===== src/rtl/game_pkg.sv =====
// Shared game constants: state encoding used by the sequencer, display and debug logic,
// plus a small helper for sizing the seconds counter.
package game_pkg;

  localparam int STATE_W = 3;

  typedef enum logic [STATE_W-1:0] {
    S_IDLE      = 3'd0,
    S_COUNTDOWN = 3'd1,
    S_PLAY      = 3'd2,
    S_PAUSE     = 3'd3,
    S_BREAK     = 3'd4,
    S_DONE      = 3'd5
  } state_t;

  function automatic int max3(input int a, input int b, input int c);
    int m;
    m = (a > b) ? a : b;
    return (m > c) ? m : c;
  endfunction

endpackage


===== src/rtl/btn_edge.sv =====
// Rising-edge detector for an already-debounced, synchronous button level.
// The previous-sample flop resets to RESET_VAL so a button held through reset is not a press.
module btn_edge #(
  parameter logic RESET_VAL = 1'b1
) (
  input  logic clk,
  input  logic reset_n,
  input  logic btn,
  output logic press
);

  logic prev;

  // NOTE: sequential state uses non-blocking (<=) so every flop samples pre-edge values.
  always_ff @(posedge clk or negedge reset_n) begin
    if (!reset_n) prev <= RESET_VAL;
    else          prev <= btn;
  end

  assign press = btn & ~prev;

endmodule


===== src/rtl/game_round_fsm.sv =====
// Whack-a-mole game sequencer: countdown, timed rounds with breaks, pause, and abort.
// All outputs are registered from the next-state values, so they change on the same edge as the state.
module game_round_fsm
  import game_pkg::*;
#(
  parameter int  COUNTDOWN_SECS = 3,
  parameter int  ROUND_SECS     = 30,
  parameter int  BREAK_SECS     = 2,
  parameter int  NUM_ROUNDS     = 3,
  localparam int SECS_W  = $clog2(max3(COUNTDOWN_SECS, ROUND_SECS, BREAK_SECS) + 1),
  localparam int ROUND_W = (NUM_ROUNDS > 1) ? $clog2(NUM_ROUNDS) : 1
) (
  input  logic               clk,
  input  logic               reset_n,
  input  logic               start_btn,
  input  logic               pause_btn,
  input  logic               tick_1hz,
  output logic               game_active,
  output logic               sys_reset,
  output logic               round_start,
  output logic               game_over,
  output logic [SECS_W-1:0]  secs_left,
  output logic [ROUND_W-1:0] round_idx,
  output logic [STATE_W-1:0] state_debug
);

  logic start_press, pause_press;

  btn_edge #(.RESET_VAL(1'b1)) u_start_edge (
    .clk(clk), .reset_n(reset_n), .btn(start_btn), .press(start_press)
  );

  btn_edge #(.RESET_VAL(1'b1)) u_pause_edge (
    .clk(clk), .reset_n(reset_n), .btn(pause_btn), .press(pause_press)
  );

  state_t             state, state_n;
  logic [SECS_W-1:0]  secs_n;
  logic [ROUND_W-1:0] round_n;
  logic               enter_play, enter_done;

  // NOTE: every always_comb output gets a default first, otherwise untaken branches infer latches.
  always_comb begin
    state_n    = state;
    secs_n     = secs_left;
    round_n    = round_idx;
    enter_play = 1'b0;
    enter_done = 1'b0;

    if (start_press) begin
      // Start is both "new game" from IDLE and "abort" from anywhere else.
      round_n = '0;
      if (state == S_IDLE) begin
        state_n = S_COUNTDOWN;
        secs_n  = SECS_W'(COUNTDOWN_SECS);
      end else begin
        state_n = S_IDLE;
        secs_n  = '0;
      end
    end else begin
      case (state)
        S_IDLE: ;
        S_COUNTDOWN: begin
          if (tick_1hz) begin
            if (secs_left <= SECS_W'(1)) begin
              state_n    = S_PLAY;
              secs_n     = SECS_W'(ROUND_SECS);
              enter_play = 1'b1;
            end else begin
              secs_n = secs_left - SECS_W'(1);
            end
          end
        end
        S_PLAY: begin
          // A pause press swallows a coincident tick.
          if (pause_press) begin
            state_n = S_PAUSE;
          end else if (tick_1hz) begin
            if (secs_left > SECS_W'(1)) begin
              secs_n = secs_left - SECS_W'(1);
            end else if (round_idx == ROUND_W'(NUM_ROUNDS - 1)) begin
              state_n    = S_DONE;
              secs_n     = '0;
              enter_done = 1'b1;
            end else begin
              state_n = S_BREAK;
              secs_n  = SECS_W'(BREAK_SECS);
            end
          end
        end
        S_PAUSE: begin
          if (pause_press) state_n = S_PLAY;
        end
        S_BREAK: begin
          if (tick_1hz) begin
            if (secs_left <= SECS_W'(1)) begin
              state_n    = S_PLAY;
              secs_n     = SECS_W'(ROUND_SECS);
              round_n    = round_idx + ROUND_W'(1);
              enter_play = 1'b1;
            end else begin
              secs_n = secs_left - SECS_W'(1);
            end
          end
        end
        S_DONE: secs_n = '0;
        default: begin
          state_n = S_IDLE;
          secs_n  = '0;
          round_n = '0;
        end
      endcase
    end
  end

  always_ff @(posedge clk or negedge reset_n) begin
    if (!reset_n) begin
      state       <= S_IDLE;
      secs_left   <= '0;
      round_idx   <= '0;
      round_start <= 1'b0;
      game_over   <= 1'b0;
      game_active <= 1'b0;
      sys_reset   <= 1'b1;
      state_debug <= S_IDLE;
    end else begin
      state       <= state_n;
      secs_left   <= secs_n;
      round_idx   <= round_n;
      round_start <= enter_play;
      game_over   <= enter_done;
      game_active <= (state_n == S_PLAY);
      sys_reset   <= (state_n == S_IDLE);
      state_debug <= state_n;
    end
  end

endmodule

===== config.mk =====
export PLATFORM = sky130hd
export DESIGN_NAME = game_round_fsm
export DESIGN_NICKNAME = d
export VERILOG_FILES = /design/src/rtl/game_pkg.sv /design/src/rtl/btn_edge.sv /design/src/rtl/game_round_fsm.sv
export SDC_FILE = /design/constraint.sdc
export NUM_CORES = 1
export LEC_CHECK = 0
export ABC_CLOCK_PERIOD_IN_PS = 3100
export CAP_MARGIN = 5
export CORE_MARGIN = 3
export CORE_UTILIZATION = 43
export CTS_CLUSTER_SIZE = 12
export DETAILED_ROUTE_END_ITERATION = 6
export PLACE_DENSITY = 0.69
export SYNTH_ARGS = -nofsm -noshare
export SYNTH_HDL_FRONTEND = slang
export SYNTH_HIERARCHICAL = 1
export SYNTH_SLANG_ARGS = --single-unit

===== constraint.sdc =====
create_clock -name clk -period 3.1 [get_ports clk]
set_input_delay 0.62 -clock clk [delete_from_list [all_inputs] [get_ports clk]]
set_output_delay 0.62 -clock clk [all_outputs]
set_load 0.02 [all_outputs]

; ---- Yosys cells after proc, flatten, opt, wreduce, memory -nomap -nowiden
; Index checks and enable logic that the tools add are counted.
[word_totals]
out_inout_bits = 14
regBits = 16
[op_classes]
n_bitwise = 4
muxes = 33
addsub = 2
eq_ne = 14
reduce_logical = 8
order_cmp = 2
[ops]
columns = cell, n
row1 = 5-bit two-way mux, 6
row2 = 3-bit two-way mux, 7
row3 = 5-bit case mux with 3 select lines, 1
row4 = 1-bit two-way mux, 12
row5 = "3-bit inequality test, second input constant", 4
row6 = 3-bit case mux with 4 select lines, 1
row7 = 2-bit two-way mux, 5
row8 = "3-bit by 2-bit equality test with 1-bit output, second input constant", 3
row9 = "3-bit equality test, second input constant", 2
row10 = 3-bit zero test, 2
row11 = 2-bit OR reduction, 3
row12 = "5-bit by 1-bit > comparator with 1-bit output, second input constant", 1
row13 = "5-bit by 1-bit less-or-equal comparator with 1-bit output, second input constant", 1
row14 = 5-bit OR reduction, 1
row15 = "5-bit by 1-bit subtractor with 5-bit output, second input constant", 1
row16 = "2-bit by 1-bit inequality test with 1-bit output, second input constant", 2
row17 = 2-bit case mux with 2 select lines, 1
row18 = 4-bit AND reduction, 1
row19 = "3-bit by 1-bit equality test with 1-bit output, second input constant", 1
row20 = "3-bit by 1-bit inequality test with 1-bit output, second input constant", 1
row21 = 3-bit AND reduction, 1
row22 = "2-bit by 1-bit adder with 2-bit output, second input constant", 1
row23 = 1-bit AND, 2
row24 = "2-bit equality test, second input constant", 1
row25 = 1-bit inverter, 2

; ---- Longest topological paths before layout
[depth]
depth_word = 8
depth_mapped = 7

; ---- Hierarchy
; Netlist, hierarchy kept.
[by_module_without_submodules]
columns = module, cells_per_inst, n_inst, area_each_um2, seq_area_each_um2
row1 = game_round_fsm, 106, 1, 987.2, 351.6
row2 = btn_edge, 2, 2, 40.0, 26.3

; ---- Worst setup path before layout
; Ideal clock, no wire load.
[synth_timing]
kind = register to register
start = register secs_left[1]
end = register secs_left[0]
path_stages_with_launch = 7
arrival_ps = 1577
synth_period_minus_slack_ps = 1688
path_buffers = 0
slack_ps = 1412
setup_time_ps = 111
path_cell_list = dfrtp_1 -> inv_1 -> ha_1 -> o21bai_4 -> a311oi_1 -> nor3_1 -> a2111oi_2
[synth_between]
elab_chain_len = 6
elab_cells_between_ends = 9
[synth_rtl]
columns = item, line
row1 = start: declaration, game_round_fsm.sv:22  ; output logic [SECS_W-1:0] secs_left,
row2 = start signal: assignment, game_round_fsm.sv:128  ; secs_left <= secs_n;
row3 = 5-bit by 1-bit > comparator with 1-bit output, game_round_fsm.sv:79  ; if (secs_left > SECS_W'(1)) begin
row4 = 5-bit two-way mux, game_round_fsm.sv:79
row5 = 5-bit two-way mux, game_round_fsm.sv:78  ; end else if (tick_1hz) begin
row6 = 5-bit two-way mux, game_round_fsm.sv:76  ; if (pause_press) begin
row7 = 5-bit case mux with 3 select lines (*), game_round_fsm.sv:61  ; case (state)
row8 = 5-bit two-way mux (*), game_round_fsm.sv:50  ; if (start_press) begin
; Every way passes the cells marked *; elsewhere a longest branch is shown, timed or not. The select of a mux whose other input is x is not followed.
; A chain may end at the register's enable or synchronous reset.

==> flow_summary.toml <==
[logic_synthesis]
synth_edf_count = 0
ys_async_sr_fraction_pct = 100.0
synth_cells = 110
ys_seq_area_share_pct = 37.87
ys_types = 45
syn_avg_cell_area_um2 = 9.702
synth_nets = 118
ys_ff_latch = 16
netlist_area_um2 = 1067
synth-main-ff-cell = "dfrtp_1"
synth.yosys.warnings = 6

[clocking]
clk_pin_slew_ns = 0.11
root_buffer = "clkbuf_4"
holdBufCountCts = 0
cts_buffers = 3
post_cts_resized = 0
cts_tree = "done"
clock_latency_ns = 0.29
cts_sinks = 16
cts_buffer_depth = 2
htreeDepth = 1
post_cts.repair.setup_buffers = 0

[worst_setup_path]
cp_max_fo = 16
critPathKind = "register to output pin"
cp_slowest_cell = "clkdlybuf4s50_1"
startpoint_type = "register"
critPathArrivalTime_ns = 1.69
rrSetupSlack_ns = 1.38
cpPeakStageDelay_ns = 0.71
worstPathCellList = "clkdlybuf4s50_1"
crit_path_end_kind = "output pin"
required_ns = 2.48
critical_path_buf_inv_count = 1
crit_family = "buffers and inverters"

[cells_and_area]
final_net_count = 135
antenna_cells = 0
syn_to_final_growth_pct = 20.75
drive_above_1_share_pct = 16.67
final_cell_mix = "clkdlybuf4s50_1, dfrtp_1, nor2_1"
final_common_cell = "clkdlybuf4s50_1"
nFillCells = 216

[sta]
min_period_over_period_pct = 74.53
max_clock_freq_mhz = 432.8
rsz0062_at_grt = "no"
finalMaxSlewViolations = 0
fin_tns_setup_ns = 0
slew_headroom_pct = 50.15
hold_viol_final = 0
layout_min_cycle_time_ns = 2.311
holdWs_ns = 0.5898
skew_ns = 0.01055
setup_violations = 0
tightest_slew_ns = 0.7455

[floorplan]
fp-row-count = 17
die-area_um2 = 3116
start_util_pct = 46.89
ios = 19
die_w_um = 55.82
fp.dieH_um = 55.82
core_um2 = 2276

[global_route]
grt.total_usage_pct = 15.83
grt_start_max_net_pins = 21
grt_pass1_wl_um = 4002
grt_pass1_vias = 836
antenna_found_initial = 0
overflow = 0

[place]
place.gp.congestion = 0.7403
dp_hpwl_um = 1628
io_buffers = 18

[detailed_routing]
drc = 0
viasPerCell = 5.688
routed_wl_um = 2352
first_pass_iters = 4
wl_per_cell_um = 15.27
drtIter0Drc = 36
final_antenna_net_count = 0
vias = 876

[job]
cap_violations = 0

[pwr]
p_leak_uw = 0.0005224
power_density_nw_per_um2 = 1051
peakVddDrop_mv = 0.5959

[hold_path]
hold_path.class = "register to register"

[run_status]
status = "completed"
-- report_power, final --
| part | switching (uW) | internal, uW |
|---|---|---|
| clock | 69.5 | 71.5 |
| combinational | 425 | 373 |
| sequential | 139 | 275 |
| total | 634 | 720 |
-- layer usage --
| metal | GRT usage, % | part of all wire (%) | vias up |
|---|---|---|---|
| met5 | 0 | 0 | - |
| met4 | 2.712 | 0.55 | 0 |
| met3 | 4.408 | 2.8 | 2 |
| met2 | 25.68 | 50 | 12 |
| met1 | 21.35 | 47 | 433 |
| li1 | - | - | 429 |
-- synthesized netlist by cell type, drive strengths merged (2+ instances only) --
master | count | area [um^2]
a21oi | 5 | 36.29
a32o | 2 | 20.02
buf | 5 | 26.27
dfrtp | 13 | 325.3
dfstp | 3 | 78.83
ha | 3 | 37.54
inv | 7 | 26.28
mux2i | 4 | 40.04
nand2 | 3 | 18.77
nand2b | 4 | 25.02
nand3 | 4 | 30.03
nor2 | 12 | 45.04
nor2b | 6 | 55.06
nor3 | 8 | 51.30
nor4 | 2 | 12.51
o21a | 2 | 15.01
o21ai | 6 | 30.03
o22ai | 3 | 18.77
-- sequential cells by signal, indices dropped and copies added, names as in the netlist --
register	flops
secs_left	5
state	3
round_idx	2
game_active	1
game_over	1
round_start	1
sys_reset	1
u_pause_edge/prev	1
u_start_edge/prev	1
-- cell families (layout without fill, tap and decap cells) --
kind of cell | Yosys count | after routing | synth area share [%]
compound gates | 29 | 29 | 22.98
xor+xnor | 2 | 2 | 1.642
fa+ha+maj | 3 | 3 | 3.517
buf+inv | 13 | 29 | 5.275
flops | 16 | 16 | 37.87
mux | 4 | 4 | 3.752
simple gates | 43 | 43 | 24.97
-- final cells by class --
cell class                      instances  area, um^2  share of cell area, %
Timing Repair Buffer                   18       180.2                  13.98
Multi-Input combinational cell         81       606.8                  47.09
Inverter                                7       26.28                  2.039
Sequential cell                        16       404.1                  31.36
Clock buffer                            4       36.28                  2.816
Tap cell                               28       35.03                  2.718
-- per-stage QoR --
stage | std cells | power, uW | cell area, um^2 | setup slack, ns | utilization (%)
global placement | 150 | 1195 | 1252 | 0.8966 | 55.03
CTS | 154 | 1363 | 1289 | 0.7845 | 56.62
detailed placement | 150 | 1215 | 1252 | 0.7786 | 55.03
finish | 154 | 1354 | 1289 | 0.7894 | 56.62
floorplan | 110 | 995.2 | 1067 | 1.412 | -
global route | 154 | 1469 | 1289 | 0.7244 | 56.62
-- worst paths after layout --
| kind | start | to | cells past startpoint |
|---|---|---|---|
| worst min register to register | round_idx[1] | round_idx[1] | 2 |
| min in group asynchronous | reset_n | secs_left[4] | 1 |
| worst min-delay path | round_idx[1] | round_idx[1] | 2 |
| worst max register to register | state[2] | secs_left[2] | 5 |
| worst max-delay path | state[2] | state_debug[2] | 1 |
| max in group asynchronous | reset_n | round_idx[1] | 1 |
No activity file was read; power rests on OpenSTA's default activity.
==> RTL edit, RTL diff (same settings) <==
`RESET_VAL` is set to 1'b1 in 3 places; all go to 1'b0.
--- a/src/rtl/btn_edge.sv
+++ b/src/rtl/btn_edge.sv
@@ -2,5 +2,5 @@
 // The previous-sample flop resets to RESET_VAL so a button held through reset is not a press.
 module btn_edge #(
-  parameter logic RESET_VAL = 1'b1
+  parameter logic RESET_VAL = 1'b0
 ) (
   input  logic clk,
--- a/src/rtl/game_round_fsm.sv
+++ b/src/rtl/game_round_fsm.sv
@@ -27,9 +27,9 @@
   logic start_press, pause_press;
 
-  btn_edge #(.RESET_VAL(1'b1)) u_start_edge (
+  btn_edge #(.RESET_VAL(1'b0)) u_start_edge (
     .clk(clk), .reset_n(reset_n), .btn(start_btn), .press(start_press)
   );
 
-  btn_edge #(.RESET_VAL(1'b1)) u_pause_edge (
+  btn_edge #(.RESET_VAL(1'b0)) u_pause_edge (
     .clk(clk), .reset_n(reset_n), .btn(pause_btn), .press(pause_press)
   );
Function: changed (a bounded check fails within 4 cycles, from zero or initial values and one cycle with reset_n low).
==> RTL edit against the original RTL <==
- sequential cell count did not move
- setup slack got worse by 0.0052 ns
- largest power group unchanged
- highest routed layer unchanged
- synthesized area fell by 0.23%
- first-iteration DRC count fell by 58%
- critical endpoint is now state_debug[1]
- total power fell by 0.42%
- utilization fell by 0.11 points
- maximum frequency fell by 0.22%
- global-route usage rose by 0.36 points
- synthesized cell count did not move
- sequential share of layout area fell by 0.13 points
- wire length fell by 4.8%
- design area fell by 0.19%
==> RTL edit: results (changes against the original RTL) <==
Routing
  – DRT Wirelength: 2240 um (-4.8%)
  – Pre-antenna DRT Iters: 4 (unchanged)
  – Vias per inst: 5.73 (+0.68%)
  – DRT iter0 DRCs: 15 (-58%)

Worst hold path
  – Hold Path Class: flip-flop to flip-flop
  – Hold path start: round_idx[1]$_DFFE_PN0P_
  – Hold Crit Endpoint: round_idx[1]$_DFFE_PN0P_
  – Hold Path Cell Cnt: 2 (unchanged)

Place
  – Placement Cell Area: 1250 um2 (-0.20%)
  – Place WS: 0.830 ns (+0.0510 ns)
  – I/O Buffers: 18 (unchanged)
  – HPWL after detailed placement: 1540 um (-5.1%)
  – Gpl congestion: 0.750 (+1.3%)

Timing
  – Hold Slack: 0.568 ns (-0.0219 ns)
  – Worst-case clock skew: 0.00430 ns (-0.00625 ns)
  – Worst slew pin tran: 0.778 ns (+0.0327 ns)

Global route
  – Overall routing resource usage: 16.2% (+0.36 points)
  – Initial antenna violation count: 0 (unchanged)
  – Largest net degree at the start of global routing: 21 (unchanged)
  – Vias in the first global route: 845 (+1.1%)
  – First-pass GRT wire length: 4000 um (-0.17%)

Clocking
  – CTS clk-pin slew, worst paths: about 0.10 ns
  – Post-CTS resize count: 0 (unchanged)
  – # Post-CTS Setup Buffers: 0 (unchanged)
  – CTS max path bufs: 2 (unchanged)
  – Skew-Pair Late Insertion Delay: 0.29 ns (about the same)
  – CTS HTree Levels: 1 (unchanged)

Pwr
  – Maximum VDD drop: 0.685 mV (+15%)
  – Static leakage: 0.525 nW (+0.43%)

Worst setup path
  – Worst path top cell family by delay: buffers and inverters
  – R2R setup slack: 1.36 ns (-0.02 ns)
  – Reg2reg path depth: 5 (unchanged)
  – Worst r2r src: state[1]$_DFF_PN0_
  – Reg2reg end: secs_left[2]$_DFFE_PN0P_
  – CP Max Fanout: 18 (+2)
  – Slowest CP cell: clkdlybuf4s50_1
  – Worst stage delay on the critical path: 0.71 ns (about the same)

Final layout
  – Fillers: 195 (-9.7%)
  – Share of layout cells above drive strength 1: 15.1% (-1.6 points)
  – Post-layout util: 56.5% (-0.11 points)
  – Nets@finish: 135 (unchanged)
  – # diodes: 0 (unchanged)

Logic synthesis
  – Mapped Nets: 118 (unchanged)
  – Top cells by count, synth: dfrtp_1 (15), nor2_1 (12), inv_1 (7), nor3_1 (7)
  – Unique cell type count in the Yosys netlist: 45 (unchanged)
  – Register area share after synthesis: 37.7% (-0.15 points)
  – Synth area leaders: dfrtp_1 (35%), nor2_1 (4.2%), mux2i_1 (3.8%), ha_1 (3.5%), nor3_1 (3.3%)
  – Async SR Flop Fraction: 100% (unchanged)

Run status
  – Outcome: finished clean
[RTL edit: changes by cell type after synthesis]
cell,delta
dfrtp_1,+2
dfstp_2,-2
[RTL edit: worst max path at each step]
| stage | cells past startpoint | to | from | slack (ns) |
|---|---|---|---|---|
| final | 1 | state_debug[1] | state[1]$_DFF_PN0_ | 0.78 |
| after global routing | 1 | state_debug[2] | state[2]$_DFF_PN0_ | 0.70 |
| after CTS | 1 | state_debug[1] | state[1]$_DFF_PN0_ | 0.79 |
| after detailed placement | 6 | secs_left[0]$_DFFE_PN0P_ | pause_btn | 0.83 |
| after global placement | 6 | secs_left[0]$_DFFE_PN0P_ | pause_btn | 0.90 |
| after floorplan | 6 | secs_left[0]$_DFFE_PN0P_ | secs_left[1]$_DFFE_PN0P_ | 1.41 |
[RTL edit: final cells by class]
class	count	share of cell area [%]
Tap cell	28	2.72
Multi-Input combinational cell	81	47.2
Sequential cell	16	31.2
Timing Repair Buffer	18	14.0
Inverter	7	2.04
Clock buffer	4	2.82
[RTL edit: metal layers]
| layer | vias to the layer above | part of all wire (%) | track usage, % |
|---|---|---|---|
| met1 | 419 | 48 | 22.2 |
| met4 | 0 | 2.9 | 10.4 |
| li1 | 432 | - | - |
| met2 | 25 | 46 | 23.5 |
| met3 | 6 | 3.3 | 2.55 |
| met5 | - | 0 | 0 |
[RTL edit: metrics by stage]
step | power [mW] | instances
2_1_floorplan | 0.994 | 110
3_3_place_gp | 1.19 | 150
3_5_place_dp | 1.21 | 150
4_1_cts | 1.36 | 154
5_1_grt | 1.47 | 154
6_report | 1.35 | 154
[RTL edit: logic make-up after synthesis]
logic type | share of synthesized area, %
and+or+nand+nor | 25.0
AOI/OAI and AO/OA | 23.0
DFF | 37.7
buffers and inverters | 5.29
muxes | 3.76
adders and majority gates | 3.53
xor gates and xnor gates | 1.65
[RTL edit: report_power, final]
group | leakage [nW] | total, mW | switching (mW) | internal [mW]
clock network | 0.0210 | 0.141 | 0.0696 | 0.0716
logic | 0.297 | 0.795 | 0.421 | 0.373
registers | 0.206 | 0.413 | 0.139 | 0.274
